`config.mk`:
```
export PLATFORM = sky130hd
export DESIGN_NAME = cbus_arbiter
export DESIGN_NICKNAME = d
export VERILOG_FILES = /design/src/rtl/cbus_arbiter_pkg.sv /design/src/rtl/cbus_arbiter.sv
export SDC_FILE = /design/constraint.sdc
export NUM_CORES = 1
export LEC_CHECK = 0
export ABC_AREA = 1
export BUFFER_PORTS_ARGS = -buffer_cell sky130_fd_sc_hd__clkbuf_2
export CAP_MARGIN = 20
export CORE_AREA = 3 3 132 134
export DETAILED_ROUTE_END_ITERATION = 6
export DIE_AREA = 0 0 135 137
export HOLD_SLACK_MARGIN = 0.15
export MAX_ROUTING_LAYER = met4
export PLACE_DENSITY = 0.59
export SLEW_MARGIN = 20
export SYNTH_ARGS = -nofsm -noshare
export SYNTH_HDL_FRONTEND = slang
export SYNTH_SLANG_ARGS = --single-unit
```
`constraint.sdc`:
```
create_clock -name clk -period 1.2 [get_ports clk]
set_input_delay 0 -clock clk [delete_from_list [all_inputs] [get_ports clk]]
set_output_delay 0 -clock clk [all_outputs]
set_load 0.02 [all_outputs]
```
`src/rtl/cbus_arbiter_pkg.sv`:
```
// CBus request/response payload types shared by the arbiter and its masters.
package cbus_arbiter_pkg;

  localparam int unsigned ADDR_W = 32;
  localparam int unsigned DATA_W = 32;
  localparam int unsigned STRB_W = DATA_W / 8;
  localparam int unsigned SIZE_W = 3;
  localparam int unsigned LEN_W  = 8;

  typedef struct packed {
    logic              valid;
    logic              is_write;
    logic [SIZE_W-1:0] size;
    logic [ADDR_W-1:0] addr;
    logic [STRB_W-1:0] strobe;
    logic [DATA_W-1:0] data;
    logic [LEN_W-1:0]  len;
  } cbus_req_t;

  typedef struct packed {
    logic              ready;
    logic              last;
    logic [DATA_W-1:0] data;
  } cbus_resp_t;

endpackage

```
`src/rtl/cbus_arbiter.sv`:
```
// Arbitrates NUM_INPUTS CBus masters onto one CBus port; the granted request is
// held for the whole burst and responses are routed back to the granted master only.
module cbus_arbiter
  import cbus_arbiter_pkg::*;
#(
  parameter int unsigned NUM_INPUTS  = 2,
  parameter bit          ROUND_ROBIN = 1'b0
) (
  input  logic       clk,
  input  logic       reset,
  input  cbus_req_t  ireqs  [NUM_INPUTS],
  output cbus_resp_t oresps [NUM_INPUTS],
  output cbus_req_t  oreq,
  input  cbus_resp_t oresp
);

  localparam int unsigned IDX_W = (NUM_INPUTS > 1) ? $clog2(NUM_INPUTS) : 1;

  typedef enum logic {
    S_IDLE,
    S_BUSY
  } state_t;

  state_t           state_q, state_d;
  logic [IDX_W-1:0] index_q, index_d;
  logic [IDX_W-1:0] ptr_q, ptr_d;
  cbus_req_t        saved_q, saved_d;

  logic [IDX_W-1:0] winner;
  logic             any_valid;
  int unsigned      cand;

  // Winner selection: highest index wins, or nearest requester after the last grant.
  always_comb begin
    any_valid = 1'b0;
    winner    = '0;
    cand      = 0;
    if (ROUND_ROBIN) begin
      // Scan farthest-to-nearest so the requester closest after ptr_q overwrites last.
      for (int unsigned k = NUM_INPUTS; k > 0; k--) begin
        cand = (32'(ptr_q) + k) % NUM_INPUTS;
        if (ireqs[cand].valid) begin
          any_valid = 1'b1;
          winner    = IDX_W'(cand);
        end
      end
    end else begin
      for (int unsigned i = 0; i < NUM_INPUTS; i++) begin
        if (ireqs[i].valid) begin
          any_valid = 1'b1;
          winner    = IDX_W'(i);
        end
      end
    end
  end

  // Next-state logic: capture the winner in IDLE, release on the last beat.
  always_comb begin
    state_d = state_q;
    index_d = index_q;
    ptr_d   = ptr_q;
    saved_d = saved_q;
    unique case (state_q)
      S_IDLE: begin
        if (any_valid) begin
          index_d = winner;
          saved_d = ireqs[winner];
          state_d = S_BUSY;
        end
      end
      S_BUSY: begin
        if (oresp.ready && oresp.last) begin
          ptr_d   = index_q;
          state_d = S_IDLE;
        end
      end
      default: state_d = S_IDLE;
    endcase
  end

  // Control fields come only from saved_q; write data/strobe track the granted master per beat.
  always_comb begin
    oreq = '0;
    for (int unsigned i = 0; i < NUM_INPUTS; i++) begin
      oresps[i] = '0;
    end
    if (state_q == S_BUSY) begin
      oreq        = saved_q;
      oreq.valid  = 1'b1;
      oreq.data   = ireqs[index_q].data;
      oreq.strobe = ireqs[index_q].strobe;
      for (int unsigned i = 0; i < NUM_INPUTS; i++) begin
        if (IDX_W'(i) == index_q) begin
          oresps[i] = oresp;
        end
      end
    end
  end

  always_ff @(posedge clk) begin
    if (reset) begin
      state_q <= S_IDLE;
      index_q <= '0;
      ptr_q   <= IDX_W'(NUM_INPUTS - 1);
      saved_q <= '0;
    end else begin
      state_q <= state_d;
      index_q <= index_d;
      ptr_q   <= ptr_d;
      saved_q <= saved_d;
    end
  end

endmodule

```
==> impl_metrics.tcl <==
set metrics [dict create \
    outcome "complete, but fails checks" \
    violations "negative setup slack" \
    min_path_type "primary input to register" \
    design_area_um2 7530 \
    synth.cell_area_um2 3860 \
    cap_violations 0 \
    avgSynthCellArea_um2 5.09 \
    routed_wl_um 19400 \
    io_pins 347 \
    worstHoldStart "ireqs[161]" \
    critPathRequiredTime_ps 1200 \
    die_w_um 135 \
    fin_skew_ps 2.80 \
    cts_buffer_depth 2 \
    synth_area_leaders "dfxtp_1 (24%), nand2_1 (22%), inv_1 (15%)" \
    h-tree-depth 2 \
    mostFrequentLayoutCell "nand2_1" \
    p_comb_frac 0.474 \
    ant_nets 0 \
    cts_tree "built" \
    grt_pass1_wl_um 27300 \
    grt.total_usage 0.190 \
    p_seq_frac 0.293 \
    synthCells 759 \
    crit_path_end_kind "output pin" \
    drtIter0Drc 262 \
    drc 0 \
    overflow 0 \
    critPathMaxFanout 35 \
    synth-seq-area-share 0.239 \
    finalWorstSetupSlack_ps -291 \
    placeableCoreArea_um2 16400 \
    drive_above_1_share 0.344 \
    totalPowerFinal_mw 6.03 \
    p_sw_mw 2.27 \
    finalCritPeriodShare 1.24 \
    post-synth-top-area-cell "dfxtp_1" \
    portBuffers 346 \
    clk_pin_slew_ps 70 \
    root_buffer "clkbuf_16" \
    antenna_found_initial 3 \
    finish.net_count 1378 \
    n_fill_cell 1663 \
    startpoint "state_q" \
    swShare 0.376 \
    placed_cells 1297 \
    final_cells 1404 \
    setup_viol 192 \
    finalHoldViolations 0 \
    final_cell_mix "nand2_1 (223), clkbuf_2 (212), inv_1 (158)" \
    areaGrowthSynthToFinish_pct 95.1 \
    power.share.clock 0.233 \
    maxSlewViolCount 0 \
    dr.pass1.iters 5 \
    dp_hpwl_um 12800 \
    r2r-start "state_q" \
    numCtsBuffers 5 \
    synth_top_area_share 0.239 \
    grt_max_degree 44 \
    fmax_mhz 671 \
    start_util 0.235 \
    place_congestion 0.796 \
    synth.distinct_cells 17 \
    via_per_inst 4.29 \
    leakagePower_nw 4.68 \
    start_kind "register" \
    path_cells "inv_2, or2_4, buf_12, o21ai_1, buf_4" \
    p_int_mw 3.76 \
    clk_latency_ps 290 \
    ys_ff_latch 46 \
    worst_ep_arrival_time_ps 1490 \
    chipHeight_um 137 \
    row_count 47 \
    peakVddDrop_uv 735 \
    rsz0062_at_grt "true" \
    numClockSinks 46 \
    path_delay_family "buffers and inverters" \
    syn_nets 957 \
    dieArea_um2 18500 \
    ys_warn_count 0 \
    path_buf_inv 3 \
    grt_pass1_vias 5402 \
    fin_tns_setup_ps -25170 \
    tightest_slew_ps 364 \
    worstSetupPathType "register to output pin" \
    pwr_density_cell_nw_per_um2 801 \
    slowest_delay_ps 350 \
    place_area_um2 5880 \
    vias 6024 \
    max-slew-margin-rel 0.757 \
    crit_slowest_cell "dfxtp_4" \
    wl_per_cell_um 13.8 \
    min_period_ps 1490 \
]
-- power groups by stage --
stage	registers, mW	clock network, mW	logic, mW
2_1_floorplan	1.78	0	1.40
3_3_place_gp	1.79	0	2.29
3_5_place_dp	1.80	0	2.29
4_1_cts	1.77	1.46	2.75
5_1_grt	1.79	1.53	3.11
6_report	1.77	1.40	2.86
-- final cells by class --
| cell class | instances | area, um2 | share of cell area |
|---|---|---|---|
| clock inverter | 3 | 21.3 | 0.00282 |
| clock buffer | 5 | 125 | 0.0166 |
| tap | 220 | 275 | 0.0366 |
| antenna | 3 | 7.51 | 0.000997 |
| inverter | 161 | 604 | 0.0803 |
| timing repair buffer | 464 | 3450 | 0.459 |
| sequential | 46 | 926 | 0.123 |
| multi-input combinational | 502 | 2120 | 0.281 |
-- cells by family (layout without fill, tap and decap cells) --
group                  after synthesis  in the layout  synth area share
buffers and inverters              211            633             0.230
and+or+nand+nor                    463            463             0.477
DFF                                 46             46             0.239
AOI/OAI and AO/OA                   39             39            0.0535
other                                0              3                 0
-- cells in the mapped netlist (all sizes together) --
| library cell | number |
|---|---|
| a21oi | 2 |
| o21ai | 37 |
| clkinv | 2 |
| buf | 35 |
| nand2 | 226 |
| dfxtp | 46 |
| inv | 159 |
| nor2 | 156 |
| clkbuf | 15 |
| or2 | 1 |
| nand3 | 80 |
-- stage by stage --
stage / worst slack, ps / hold WS (ps) / utilization
2_1_floorplan: -11.7 / 69.1 / -
3_5_place_dp: -30.3 / 241 / 0.358
6_report: -291 / 227 / 0.459
3_3_place_gp: -4.84 / 239 / 0.358
5_1_grt: -333 / 248 / 0.459
4_1_cts: -273 / 231 / 0.451
-- state kept, by name, indices dropped and copies added, names as in the netlist --
register / cells
index_q: 1
state_q: 1
saved_q: 44
-- timing repair --
item / in CTS / in global routing
buffers inserted: 0 / 2
cloned: 3 / 1
gates resized for setup: 140 / 118
hold buffers: 91 / 0
endpoints found under the setup margin: 149 / 149
hold endpoints to repair: 46 / 0
pin swaps: 0 / 1
-- final timing paths --
path | depth (start not counted) | slack [ps] | to
setup / recovery | 5 | -290 | oreq[28]
hold / removal | 4 | 230 | state_q
setup reg to reg | 8 | -30 | saved_q[62]
hold reg to reg | 4 | 540 | saved_q[48]
-- tightest hold or removal path: stages --
cell,delay (ps)
clkbuf_2,120
o21ai_4,70
buf_4,180
a21oi_1,110
-- layer usage --
layer  up-vias  global-route usage  routed length [um]
met5         -                   -                   0
met4         0              0.0789                 718
met3        46              0.0360                1440
met2       276               0.332                9550
met1      2663               0.214                7700
li1       3039                   -                   -
(Power assumes the default switching activity.)
